<file path="src/rtl/priority_req_latch_v.sv">
// priority_req_latch_v
// Request-capture stage in front of the 4-to-2 priority encoder. Rising edges
// on the request lines become sticky pending bits that stay set until the
// consumer acks them. The masked pending vector feeds the encoder directly.
//
// Ports:
//   i_clk, i_rst_n      clock, async active-low reset
//   i_req[3:0]          synchronous request lines (bit 3 = top priority)
//   i_en_wr, i_en_data  enable register write strobe / value
//   i_ack, i_ack_idx    one-cycle ack strobe and line index to clear
//   i_ovf_clr           clears all overflow flags
//   o_pend[3:0]         pend & en, to encoder i_code
//   o_irq               |o_pend
//   o_ovf[3:0]          sticky per-line overflow
//   o_evt_cnt[7:0]      saturating accepted-event count

// Per-line slice: edge detect, sticky pending bit, sticky overflow flag.
module priority_req_latch_v_lane (
  input  logic clk,
  input  logic rst_n,
  input  logic req,
  input  logic ack_hit,
  input  logic ovf_clr,
  output logic pend,
  output logic ovf,
  output logic accept
);
  logic req_q;
  logic rise;
  logic ovf_set;

  assign rise    = req & ~req_q;
  // A rise on a line being acked this cycle replaces the old event rather
  // than colliding with it, so it is accepted and never overflows.
  assign accept  = rise & (~pend | ack_hit);
  assign ovf_set = rise & pend & ~ack_hit;

  always_ff @(posedge clk or negedge rst_n) begin
    if (!rst_n) begin
      req_q <= 1'b0;
      pend  <= 1'b0;
      ovf   <= 1'b0;
    end else begin
      req_q <= req;
      if (rise)         pend <= 1'b1;   // set beats clear
      else if (ack_hit) pend <= 1'b0;
      if (ovf_set)      ovf  <= 1'b1;   // new overflow beats clear
      else if (ovf_clr) ovf  <= 1'b0;
    end
  end
endmodule

module priority_req_latch_v (
  input  logic       i_clk,
  input  logic       i_rst_n,
  input  logic [3:0] i_req,
  input  logic       i_en_wr,
  input  logic [3:0] i_en_data,
  input  logic       i_ack,
  input  logic [1:0] i_ack_idx,
  input  logic       i_ovf_clr,
  output logic [3:0] o_pend,
  output logic       o_irq,
  output logic [3:0] o_ovf,
  output logic [7:0] o_evt_cnt
);
  localparam int NUM_LANES = 4;

  logic [NUM_LANES-1:0] pend;
  logic [NUM_LANES-1:0] accept;
  logic [NUM_LANES-1:0] en;
  logic [2:0]           inc;
  logic [8:0]           sum;

  for (genvar g = 0; g < NUM_LANES; g++) begin : g_lane
    priority_req_latch_v_lane u_lane (
      .clk     (i_clk),
      .rst_n   (i_rst_n),
      .req     (i_req[g]),
      .ack_hit (i_ack && (i_ack_idx == 2'(g))),
      .ovf_clr (i_ovf_clr),
      .pend    (pend[g]),
      .ovf     (o_ovf[g]),
      .accept  (accept[g])
    );
  end

  always_ff @(posedge i_clk or negedge i_rst_n) begin
    if (!i_rst_n) en <= 4'hF;
    else if (i_en_wr) en <= i_en_data;
  end

  // Outputs decode from flops only; no input reaches them combinationally.
  assign o_pend = pend & en;
  assign o_irq  = |o_pend;

  always_comb begin
    inc = 3'd0;
    for (int i = 0; i < NUM_LANES; i++) inc = inc + {2'b00, accept[i]};
  end

  // 9-bit sum so a carry out of bit 7 pins the count at 255 instead of wrapping.
  assign sum = {1'b0, o_evt_cnt} + {6'b0, inc};

  always_ff @(posedge i_clk or negedge i_rst_n) begin
    if (!i_rst_n) o_evt_cnt <= 8'd0;
    else          o_evt_cnt <= sum[8] ? 8'hFF : sum[7:0];
  end
endmodule

</file>
<file path="config.mk">
export PLATFORM = sky130hd
export DESIGN_NAME = priority_req_latch_v
export DESIGN_NICKNAME = d
export VERILOG_FILES = /design/src/rtl/priority_req_latch_v.sv
export SDC_FILE = /design/constraint.sdc
export NUM_CORES = 1
export LEC_CHECK = 0
export CORE_UTILIZATION = 41
export DETAILED_ROUTE_END_ITERATION = 16
export GPL_ROUTABILITY_DRIVEN = 1
export PLACE_DENSITY = 0.73
export SLEW_MARGIN = 20
export SYNTH_ARGS = -nofsm -noshare
export SYNTH_HDL_FRONTEND = slang
export SYNTH_SLANG_ARGS = --single-unit
</file>
<file path="constraint.sdc">
create_clock -name i_clk -period 2.42 [get_ports i_clk]
set_input_delay 0.484 -clock i_clk [delete_from_list [all_inputs] [get_ports i_clk]]
set_output_delay 0.484 -clock i_clk [all_outputs]
set_load 0.01 [all_outputs]
</file>
==> impl_results.md <==
* Met1 usage in global routing at 21.5%
* First-pass GRT wire length at 3.80 mm
* Fin. Hold Viols at 0
* Ratio of cells with drive above 1 in the final layout at 39.6%
* Grt total ovfl at 0
* Die area at 2930 um^2
* Setup TNS at -0.234 ns
* Post-synth EDFFs at 0
* Most frequent CP cell: buf_4
* Syn_area_per_cell at 11.0 um^2
* Fmax at 397 MHz
* Slowest-stage cell, CP: dfrtp_1
* Clock Skews at 0.00260 ns
* Placed Instance Area at 1530 um^2
* Least-Margin Pin Slew at 0.295 ns
* Register Area at 606 um^2
* Gr usage total at 18.8%
* DP HPWL at 1.74 mm
* Fill cell count at 186
* Die height at 54.1 um
* Cell Rows at 18
* CTS Buffer Depth at 2
* Final Wtd Congestion at 0.776
* CTS clock-pin slew for the worst setup and hold paths at 0.12 ns
* Residual DRC count at 0
* Vias in the first global route at 947
* Max-cap check violation count at 0
* Most frequent cells in the layout: buf_4, clkdlybuf4s50_1, dfrtp_1
* Fraction of registers with async set/reset at 100%
* WL final at 2.61 mm
* Met2 global-route usage at 33.1%
* Insertion delay to the later sink of the worst-skew pair at 0.30 ns
* Initial antenna violation count at 0
* Post-Place Setup Slack at -0.740 ns
* Wire per inst at 13.8 um
* Die Wd at 54.1 um
* Worst Path Required at 2.66 ns
* Multi-input gate area in the final layout at 518 um^2
* Placed Instances at 169
* Pwr Total at 1210 uW
* Register bit total from synthesis at 24
* Arr. time, crit path at 2.75 ns
* Failing checks: setup timing
* Netlist cell types at 26
* Num Clock Sinks at 24
* Cells after Synth at 101
* Power Density at 695 nW/um^2
* Final Cell Area at 1740 um^2
* CTS Hold Bufs at 0
* DR iter-0 viols at 12
* Largest net degree at the start of global routing at 25
* Startpoint Class: flop
* Register area share after synthesis at 54.4%
* Via-to-Cell Ratio at 5.12
* Root buf cell: clkbuf_4
* CTS buffer count at 3
* Cell area after synthesis at 1110 um^2
* Area Growth Syn to Fin at 56.6%
* Top post-synthesis cells by area: dfrtp_1, dfstp_2, nand2b_1
* Unrepaired setup endpoints after global routing: true
* Crit. End Element: flop
* Io pins at 32
* H-Tree Depth at 1
* Core area at 2520 um^2
* Slew Viols, Final at 0
* Initial Util at 44.1%
* Top FF cell, synth: dfrtp_1
* NumNets Final at 180
* Warnings, synthesis at 0
* Yosys top cell by area: dfrtp_1
* GR peak layer: met2
* CP cell instances: nand2b_4, buf_4, buf_4, buf_4, buf_4, buf_4, buf_4, buf_4, buf_4, buf_4, buf_4, buf_4, buf_4, buf_4, buf_4, buf_4, o22ai_2
* Peak VDD IR at 0.000556 V
* Port Buf Inserts at 31
* Outcome: finished with violations
* Vias at 968
* Min Clock Period, post-route at 2.52 ns
* DRT Pass-1 Iters at 4
* Kind of critical path: reg2reg
* Final setup viols at 4
* ANT cells at 0
* Type of the most critical hold path: in2reg
* Max-slew headroom at 80.3%
* Final worst-path cycle share at 104%
* Synth top area share at 44.9%
* Synthesized net count at 120
* Most common cell after layout, fill and taps aside: buf_4
* CTS tree: yes
* Detail Route Antenna Nets at 0
* P_leak at 0.000796 uW
* GR met3 Demand/Resource at 3.39%
* Slack of the critical path at -0.0967 ns
* CP max stage delay at 0.39 ns
* Final std cells w/o fill at 189
* CP Max Fanout at 2
## flip-flops by register name (all words and copies together), names as in the netlist
signal and flops:
g_lane.u_lane.ovf 4, g_lane.u_lane.req_q 4, o_evt_cnt 8, en 4, g_lane.u_lane.pend 4
## power by group
part           switching [uW]  total (uW)  internal (uW)
Sequential               82.4         562            480
Clock                     106         164           58.1
Combinational             195         486            291
## through the flow
step / utilization, % / hold WS [ns]
5_1_grt: 69.1 / 0.481
6_report: 69.1 / 0.492
4_1_cts: 68.1 / 0.482
3_3_place_gp: 60.8 / 0.518
3_5_place_dp: 60.8 / 0.525
2_1_floorplan: - / 0.188
## critical path, delay by kind of cell (launching register included)
family	cells	cell delay [ns]
flops	1	0.39
compound gates	1	0.08
simple gates	1	0.14
buf+inv	15	1.83
## Yosys cell counts (all sizes together) (2+ instances only)
master	n
a21oi	3
and2	5
buf	5
dfrtp	20
dfstp	4
fa	3
inv	10
mux2	5
nand2	10
nand2b	11
nand3	3
nor2	3
nor3	2
o21ai	7
o22ai	4
## final cells by class
cell class	count	share of cell area, %
multi-input cells	62	29.7
inverters	10	2.15
repair buffers	60	30.0
flip-flops and latches	24	34.7
well taps	30	2.15
clock buffers	3	1.29
## timing repair
| action | in CTS | in global routing |
|---|---|---|
| pin swaps | 5 | 0 |
| resized for setup | 23 | 5 |
| hold endpoints to repair | 0 | 0 |
| cloned | 0 | 0 |
| endpoints found under the setup margin | 8 | 8 |
| buffers inserted | 16 | 1 |
## cell families (layout without fill, tap and decap cells)
logic type               Yosys count  count (layout)  synth area share [%]
XOR/XNOR                           1               1                 0.787
adder cells (fa/ha/maj)            4               4                  6.52
multiplexers                       5               5                  5.39
flip-flops                        24              24                  54.4
buffers and inverters             15              73                  7.08
AO/OA/AOI/OAI                     14              14                  7.08
AND/OR/NAND/NOR                   38              38                  18.8
## path summary, 6_finish.rpt
path	startpoint	to	slack [ns]	depth (start not counted)
min reg2reg	g_lane[1].u_lane.ovf	g_lane[1].u_lane.ovf	0.56	2
max reg2reg	g_lane[0].u_lane.req_q	g_lane[0].u_lane.ovf	-0.1	17
min in group asynchronous	i_rst_n	g_lane[3].u_lane.ovf	0.52	2
min	i_req[0]	g_lane[0].u_lane.req_q	0.49	1
max in group asynchronous	i_rst_n	en[0]	1.62	2
max	g_lane[0].u_lane.req_q	g_lane[0].u_lane.ovf	-0.1	17
## routing by layer
metal | part of all wire [%] | vias to the layer above
met3 | 5.9 | 6
li1 | - | 447
met1 | 37 | 482
met2 | 55 | 33
met4 | 2.0 | 0
met5 | 0 | -
Note: power is estimated with default switching activity, not from simulation.
